### src/rtl/temperature_supervisor.sv
// Temperature supervisor: 4-sample moving average feeding a hysteresis/persistence
// zone classifier that drives the fan level and a latched over-temperature alarm.
module temperature_supervisor #(
  parameter logic [7:0] WARM_ON  = 8'd40,
  parameter logic [7:0] WARM_OFF = 8'd36,
  parameter logic [7:0] HOT_ON   = 8'd60,
  parameter logic [7:0] HOT_OFF  = 8'd55,
  parameter logic [7:0] CRIT_ON  = 8'd80,
  parameter logic [7:0] CRIT_OFF = 8'd75,
  parameter int         PERSIST  = 3
) (
  input  logic       clk,
  input  logic       rstN,
  input  logic       sampleValid,
  input  logic [7:0] temperature,
  input  logic       alarmAck,
  output logic [7:0] filtTemp,
  output logic       filtValid,
  output logic [1:0] zone,
  output logic [1:0] fanLevel,
  output logic       alarm
);

  typedef enum logic [1:0] {
    COOL = 2'd0,
    WARM = 2'd1,
    HOT  = 2'd2,
    CRIT = 2'd3
  } zoneT;

  localparam logic [3:0] PERSIST_CNT = 4'(PERSIST);

  function automatic zoneT levelUp(input logic [7:0] f);
    if (f >= CRIT_ON)      return CRIT;
    else if (f >= HOT_ON)  return HOT;
    else if (f >= WARM_ON) return WARM;
    else                   return COOL;
  endfunction

  function automatic zoneT levelDn(input logic [7:0] f);
    if (f < WARM_OFF)      return COOL;
    else if (f < HOT_OFF)  return WARM;
    else if (f < CRIT_OFF) return HOT;
    else                   return CRIT;
  endfunction

  // ---- stage p0: sample window and running sum
  logic [7:0] winP0 [4];
  logic [9:0] sumP0;
  logic [2:0] fillCnt;
  logic       vldP0;

  always_ff @(posedge clk) begin
    if (!rstN) begin
      for (int i = 0; i < 4; i++) winP0[i] <= 8'd0;
      sumP0   <= 10'd0;
      fillCnt <= 3'd0;
      vldP0   <= 1'b0;
    end else begin
      vldP0 <= 1'b0;
      if (sampleValid) begin
        winP0[0] <= temperature;
        winP0[1] <= winP0[0];
        winP0[2] <= winP0[1];
        winP0[3] <= winP0[2];
        // Oldest slot is zero until the window fills, so the sum stays exact.
        sumP0    <= sumP0 + {2'b00, temperature} - {2'b00, winP0[3]};
        if (fillCnt != 3'd4) fillCnt <= fillCnt + 3'd1;
        vldP0    <= (fillCnt >= 3'd3);
      end
    end
  end

  // ---- stage p1: registered filter output
  always_ff @(posedge clk) begin
    if (!rstN) begin
      filtTemp  <= 8'd0;
      filtValid <= 1'b0;
    end else begin
      filtValid <= vldP0;
      if (vldP0) filtTemp <= sumP0[9:2];
    end
  end

  // ---- stage p2: zone classifier and alarm
  zoneT       zoneQ, zoneD, pendQ, pendD;
  zoneT       upLvl, dnLvl, target;
  logic [3:0] cntQ, cntD, cntStep;
  logic       alarmQ, alarmD;

  always_ff @(posedge clk) begin
    if (!rstN) begin
      zoneQ  <= COOL;
      pendQ  <= COOL;
      cntQ   <= 4'd0;
      alarmQ <= 1'b0;
    end else begin
      zoneQ  <= zoneD;
      pendQ  <= pendD;
      cntQ   <= cntD;
      alarmQ <= alarmD;
    end
  end

  always_comb begin
    zoneD   = zoneQ;
    pendD   = pendQ;
    cntD    = cntQ;
    alarmD  = alarmQ;
    upLvl   = levelUp(filtTemp);
    dnLvl   = levelDn(filtTemp);
    target  = zoneQ;
    cntStep = cntQ;

    if (filtValid) begin
      if (upLvl > zoneQ)      target = upLvl;
      else if (dnLvl < zoneQ) target = dnLvl;

      if (target == zoneQ) begin
        cntD = 4'd0;
      end else if (target == CRIT) begin
        zoneD = CRIT;
        cntD  = 4'd0;
      end else begin
        if (target != pendQ) begin
          pendD   = target;
          cntStep = 4'd1;
        end else begin
          cntStep = cntQ + 4'd1;
        end
        if (cntStep == PERSIST_CNT) begin
          zoneD = target;
          cntD  = 4'd0;
        end else begin
          cntD  = cntStep;
        end
      end
    end

    // Set wins over a simultaneous ack; ack is ignored while still in CRIT.
    if (zoneD == CRIT && zoneQ != CRIT)  alarmD = 1'b1;
    else if (alarmAck && zoneQ != CRIT)  alarmD = 1'b0;
  end

  assign zone     = zoneQ;
  assign fanLevel = zoneQ;
  assign alarm    = alarmQ;

endmodule

### config.mk
export PLATFORM = sky130hd
export DESIGN_NAME = temperature_supervisor
export DESIGN_NICKNAME = d
export VERILOG_FILES = /design/src/rtl/temperature_supervisor.sv
export SDC_FILE = /design/constraint.sdc
export NUM_CORES = 1
export LEC_CHECK = 0
export ABC_CLOCK_PERIOD_IN_PS = 4380
export CORE_MARGIN = 1
export CORE_UTILIZATION = 25
export DETAILED_ROUTE_END_ITERATION = 6
export GPL_TIMING_DRIVEN = 1
export SETUP_SLACK_MARGIN = 0.02
export SYNTH_ARGS = -nofsm -noshare
export SYNTH_HDL_FRONTEND = slang
export SYNTH_SLANG_ARGS = --single-unit
### constraint.sdc
create_clock -name clk -period 4.38 [get_ports clk]
set_input_delay 0.657 -clock clk [delete_from_list [all_inputs] [get_ports clk]]
set_output_delay 0.657 -clock clk [all_outputs]
set_load 0.02 [all_outputs]
### Word level (Yosys, flattened, before mapping)

Memories as Yosys holds them, arrays and structs flattened.
Index checks and enable logic that the tools add are counted.

* memory bits (read-only): 0
* output and inout port bits: 14
* register bits after elaboration: 32
* latch bits: 0
* word-level logic and storage cells: 72
* bits in writable memories: 32
* memories: 1

* shift-type cells: 0
* multiplexer cells: 30
* magnitude comparators: 9
* add/subtract/negate cells: 4
* multiply operators: 0
* equality and inequality tests: 7
* reductions and logical operators: 6
* bitwise operators: 6
* div/mod/pow operators: 0

Memory list
* winP0: depth 4, bits a word 8, read ports 4, clocked after memory_dff 0, write ports 4, RTL line 48 `logic [7:0] winP0 [4];`

Operators by type and width (count)
* $mux W8: 4
* $mux W4: 7
* $mux W2: 11
* $ge A8 B6 Y1 const B: 2
* $lt A8 B6 Y1 const B: 2
* $add A10 B8 Y10: 1
* $sub A10 B8 Y10: 1
* $ge A8 B7 Y1 const B: 1
* $lt A8 B7 Y1 const B: 1
* $mux W1: 8
* $add A4 B1 Y4 const B: 1
* $eq A2 B2 Y1 const B: 2
* $eq A4 B2 Y1 const B: 1
* $or A1 B1 Y1: 4
* $reduce_and A2 Y1: 2
* $reduce_and A4 Y1: 1
* $add A3 B1 Y3 const B: 1
* $ge A3 B2 Y1 const B: 1
* $ne A3 B3 Y1 const B: 1
* $eq A2 B2 Y1: 1
* $gt A2 B2 Y1: 1
* $logic_and A1 B1 Y1: 2
* $lt A2 B2 Y1: 1
* $ne A2 B2 Y1: 1
* other kinds (3): 4

### Longest topological paths before layout

* word-level depth: 21
* mapped depth: 14
* mapped depth without buffers: 14

### Worst setup path before layout

OpenSTA, ideal clock, no wires.

* path kind: register to register
* from: register zoneQ[1], in the netlist fanLevel[1]
* to: register alarmQ, in the netlist alarm
* path buffers: 0
* clock period less this slack: 2.988 ns
* arrival: 2.871 ns
* data required time: 4.263 ns
* cell stages (with the launch flop): 10
* setup slack: 1.392 ns
* cells stage by stage: dfxtp_1 > inv_1 > ha_1 > or4b_4 > and4_4 > or3_4 > a211oi_4 > a311o_2 > o31ai_2 > a32o_1

* longest elaborated chain between the ends: 17
* elaborated cells on any way between the ends: 23
* classes of those cells: 2 x order compare; 6 x eq/ne; 12 x mux; 3 x reduce/logical

RTL lines
* start, declared: RTL line 86 `zoneT zoneQ, zoneD, pendQ, pendD;`
* start signal, assigned: RTL line 98 `zoneQ <= zoneD;`
* $lt A2 B2 Y1: RTL line 117 `else if (dnLvl < zoneQ) target = dnLvl;`
* $mux W2: RTL line 117
* $mux W2: RTL line 116 `if (upLvl > zoneQ) target = upLvl;`
* $mux W2: RTL line 115 `if (filtValid) begin`
* $ne A2 B2 Y1: RTL line 125 `if (target != pendQ) begin`
* $mux W4: RTL line 125
* $mux W4: RTL line 121 `end else if (target == CRIT) begin`
* $mux W4: RTL line 119 `if (target == zoneQ) begin`
* $mux W4: RTL line 115
* $eq A4 B2 Y1: RTL line 131 `if (cntStep == PERSIST_CNT) begin`
* $mux W2: RTL line 131
* $mux W2: RTL line 121
* $mux W2: RTL line 119
* $mux W2: RTL line 115
* $eq A2 B2 Y1: RTL line 141 `if (zoneD == CRIT && zoneQ != CRIT) alarmD = 1'b1;`
* $logic_and A1 B1 Y1: RTL line 141
* $mux W1 / $reduce_bool A2 Y1 (equally long branches)
* end signal, assigned: RTL line 101 `alarmQ <= alarmD;`
* end, declared: RTL line 89 `logic alarmQ, alarmD;`

Parallel ways exist; a longest one is shown, timed or not. The select of a mux whose other input is x is not followed.
A chain may end at the register's enable or synchronous reset.

### Worst setup path after layout

* from: input temperature[1]
* to: register sumP0[8]

* longest elaborated chain between the ends: 2

RTL lines
* start, declared: RTL line 15 `input logic [7:0] temperature,`
* $add A10 B8 Y10: RTL line 67 `sumP0 <= sumP0 + {2'b00, temperature} - {2'b00, winP0[3]};`
* $sub A10 B8 Y10: RTL line 67
* end signal, assigned: RTL line 67
* end, declared: RTL line 49 `logic [9:0] sumP0;`

No other way between the ends.

==> reports/results.txt <==
Antenna Nets Post-Route -> 0
Vias in the first global route -> 2433
Distinct cells, synth -> 55
Detailed-route wire length per cell -> 12.05 µm
Core Area -> 0.01340 mm²
Pre-CTS WS -> 659.5 ps
Fin. Hold Viols -> 0
First-pass GRT wire length -> 11.73 mm
Seq pwr share -> 40.6%
# rows -> 42
Final setup fails -> 0
Die ar. -> 0.01437 mm²
Hpwl dp -> 4.804 mm
Worst slew margin -> 50.04%
Post-CTS setup buffer count -> 0
IO Count -> 26
Slew @ Worst Pin -> 748.6 ps
Synth Net Count -> 393
Synthesized area -> 0.003475 mm²
Vias post-DR -> 2561
Filler instances -> 1408
Area delta synth->final -> 20.35%
EDFF count, synth -> 32
# clock sinks -> 64
#FFs+latches synth -> 64
Max Cap Viol -> 0
Depth of the CTS H-tree -> 3
Post-CTS Resized -> 0
CP required -> 4610 ps
Mapped Cells -> 355
GRT overflow -> 0
Synth area leader -> edfxtp_1
Ranking of synthesized cells by area -> edfxtp_1 (28%), dfxtp_1 (18%), ha_1 (6.5%), inv_1 (5.3%), and3_1 (4.7%)
Drt drc -> 0
Worst vdd ir -> 220.9 µV
Fin Hold WS -> 489.9 ps
Internal Power -> 0.001243 W
Switching power -> 0.0005397 W
Routed Wire Length -> 6.762 mm
Mean post-synth cell area -> 9.788 µm²
Fin Clk Skew -> 4.374 ps
PnR worst setup slack -> 956.3 ps
Sequential area share after synthesis -> 46.09%
Final GP Congestion -> 0.7962
Port-buffer cells -> 25
Prevailing post-synth register cell -> edfxtp_1
WS Path Type -> in -> reg
CP arrival -> 3650 ps
Switching Share -> 30.27%
Hold crit path type -> reg -> reg
Leak -> 1.692 nW
Dpl cells -> 545
Die W -> 119.9 µm
Final worst path period share -> 78.17%
Post-Layout Cell Count -> 561
CTS max path bufs -> 2
Die height -> 119.9 µm
Count leader, synth -> inv_1
Antenna fix cells -> 0
Initial antenna violation count -> 0
Status -> completed
Synth cell count leaders -> inv_1 (49), nor2_1 (36), dfxtp_1 (32), edfxtp_1 (32), and3_1 (26)
Worst setup EP type -> flop
Setup TNS -> 0 ps
Pin count of the biggest net entering global routing -> 39
Clock Latency Late Sink -> 330 ps
Routed vias/inst -> 4.565
Tot GR Track Use -> 10.39%
Async set or reset register ratio after synthesis -> 0%
RSZ-0062 raised after global routing -> false
Final #Nets -> 418
Fraction of layout cells with a size suffix above 1 -> 7.273%
Design Area, Final -> 0.004182 mm²
Slew Limit Fails -> 0
TritonCTS Buffers -> 9
Starting density of the core -> 25.93%
Placed cell areas -> 0.003908 mm²
Share of the synthesized area in the top cell type -> 27.66%
Initial drt markers -> 149
Final min period -> 3424 ps
Clk pwr share -> 36.3%
Ys Warns -> 0
Clk root buf -> clkbuf_16
Pre-Repair DR Iteration Count -> 4
Pwr dens -> 426.4 mW/mm²
TritonCTS clock tree -> yes
Comb power frac -> 23.1%
CP max FO -> 2
R2R cell count -> 12
WHS Path Cells -> 2
Clk slew on worst S/H paths -> 50 ps
Hold buffers post-CTS -> 0
Max Fclk -> 0.2921 GHz
Startpoint Class -> input port
power groups by stage:
stage | Sequential [W] | Clock [W] | Combinational (W)
floorplan | 0.000721 | 0 | 0.000328
global placement | 0.000733 | 0 | 0.000398
detailed placement | 0.000737 | 0 | 0.000411
CTS | 0.000724 | 0.000665 | 0.000417
global route | 0.000732 | 0.000692 | 0.000485
finish | 0.000724 | 0.000648 | 0.000411
metal layers:
layer | wire [µm] | vias to the layer above | GRT usage, % | share of wire (%)
met5 | 0 | - | 0 | 0
met4 | 144 | 0 | 5.156 | 2.1
met3 | 325 | 13 | 2.757 | 4.8
met2 | 3025 | 52 | 15.97 | 45
met1 | 3265 | 1201 | 13.44 | 48
li1 | - | 1295 | - | -
logic make-up (layout without fill, tap and decap cells):
group / after synthesis / in the layout / synth area share, %
multiplexers: 10 / 10 / 2.881
AND/OR/NAND/NOR: 113 / 113 / 17.11
buffers and inverters: 64 / 94 / 7.130
XOR/XNOR: 9 / 9 / 2.269
adder cells (fa/ha/maj): 26 / 26 / 11.09
flip-flops: 64 / 64 / 46.09
AO/OA/AOI/OAI: 69 / 69 / 13.43
flip-flops by register name, summed over array words and instances, names as in the netlist:
register / flops
cntQ: 4
pendQ: 2
filtTemp: 8
vldP0: 1
fanLevel: 2
alarm: 1
winP0: 32
sumP0: 10
filtValid: 1
fillCnt: 3
cell type report:
| type | count | area, µm² | area share (%) |
|---|---|---|---|
| repair buffers | 28 | 272.8 | 6.523 |
| clock buffers | 9 | 225.2 | 5.386 |
| multi-input cells | 227 | 1625 | 38.87 |
| well taps | 176 | 220.2 | 5.266 |
| flip-flops and latches | 64 | 1602 | 38.30 |
| inverters | 50 | 187.7 | 4.488 |
| clock inverters | 7 | 48.80 | 1.167 |
metrics by stage:
stage	power, W	util [%]
after global routing	0.001910	31.20
after global placement	0.001131	29.16
after floorplan	0.001049	-
after CTS	0.001806	31.20
final	0.001783	31.20
after detailed placement	0.001147	29.16
worst paths after layout:
path	start	to	slack [ps]
setup / recovery	temperature[1]	sumP0[8]$_SDFFE_PN0P_	960
hold reg to reg	sumP0[1]$_SDFFE_PN0P_	sumP0[1]$_SDFFE_PN0P_	490
hold / removal	sumP0[1]$_SDFFE_PN0P_	sumP0[1]$_SDFFE_PN0P_	490
setup reg to reg	filtTemp[5]$_SDFFE_PN0P_	alarm$_SDFFE_PN0P_	1210
layout by cell type (no fill, tap or decap), types with 2 or more instances in the layout:
cell type         n
a211oi_1          2
a21o_1            4
a21oi_1          19
a31oi_1           4
and2_1            3
and3_1           26
and4_1            2
buf_4             3
clkbuf_16         9
clkdlybuf4s50_1  25
clkinv_2          2
clkinvlp_4        4
dfxtp_1          32
edfxtp_1         32
fa_1              8
ha_1             18
inv_1            49
mux2i_1          10
nand2_1          14
nand2b_1          4
nand3_1           6
nand4_1           4
nor2_1           36
nor2b_1           5
nor3_1            5
o211ai_1          3
o21ai_0          15
o221ai_1          2
o22ai_1           2
o32ai_1           2
xnor2_1           8
worst max-delay path: stages:
cell,delay [ps]
clkdlybuf4s50_1,460
inv_1,60
fa_1,520
fa_1,460
nor2b_1,180
o21ai_0,130
a21oi_1,190
o21ai_0,110
a21boi_0,250
o21ai_0,150
and3_1,200
o32ai_1,270
Note: power is estimated with default switching activity, not from simulation.
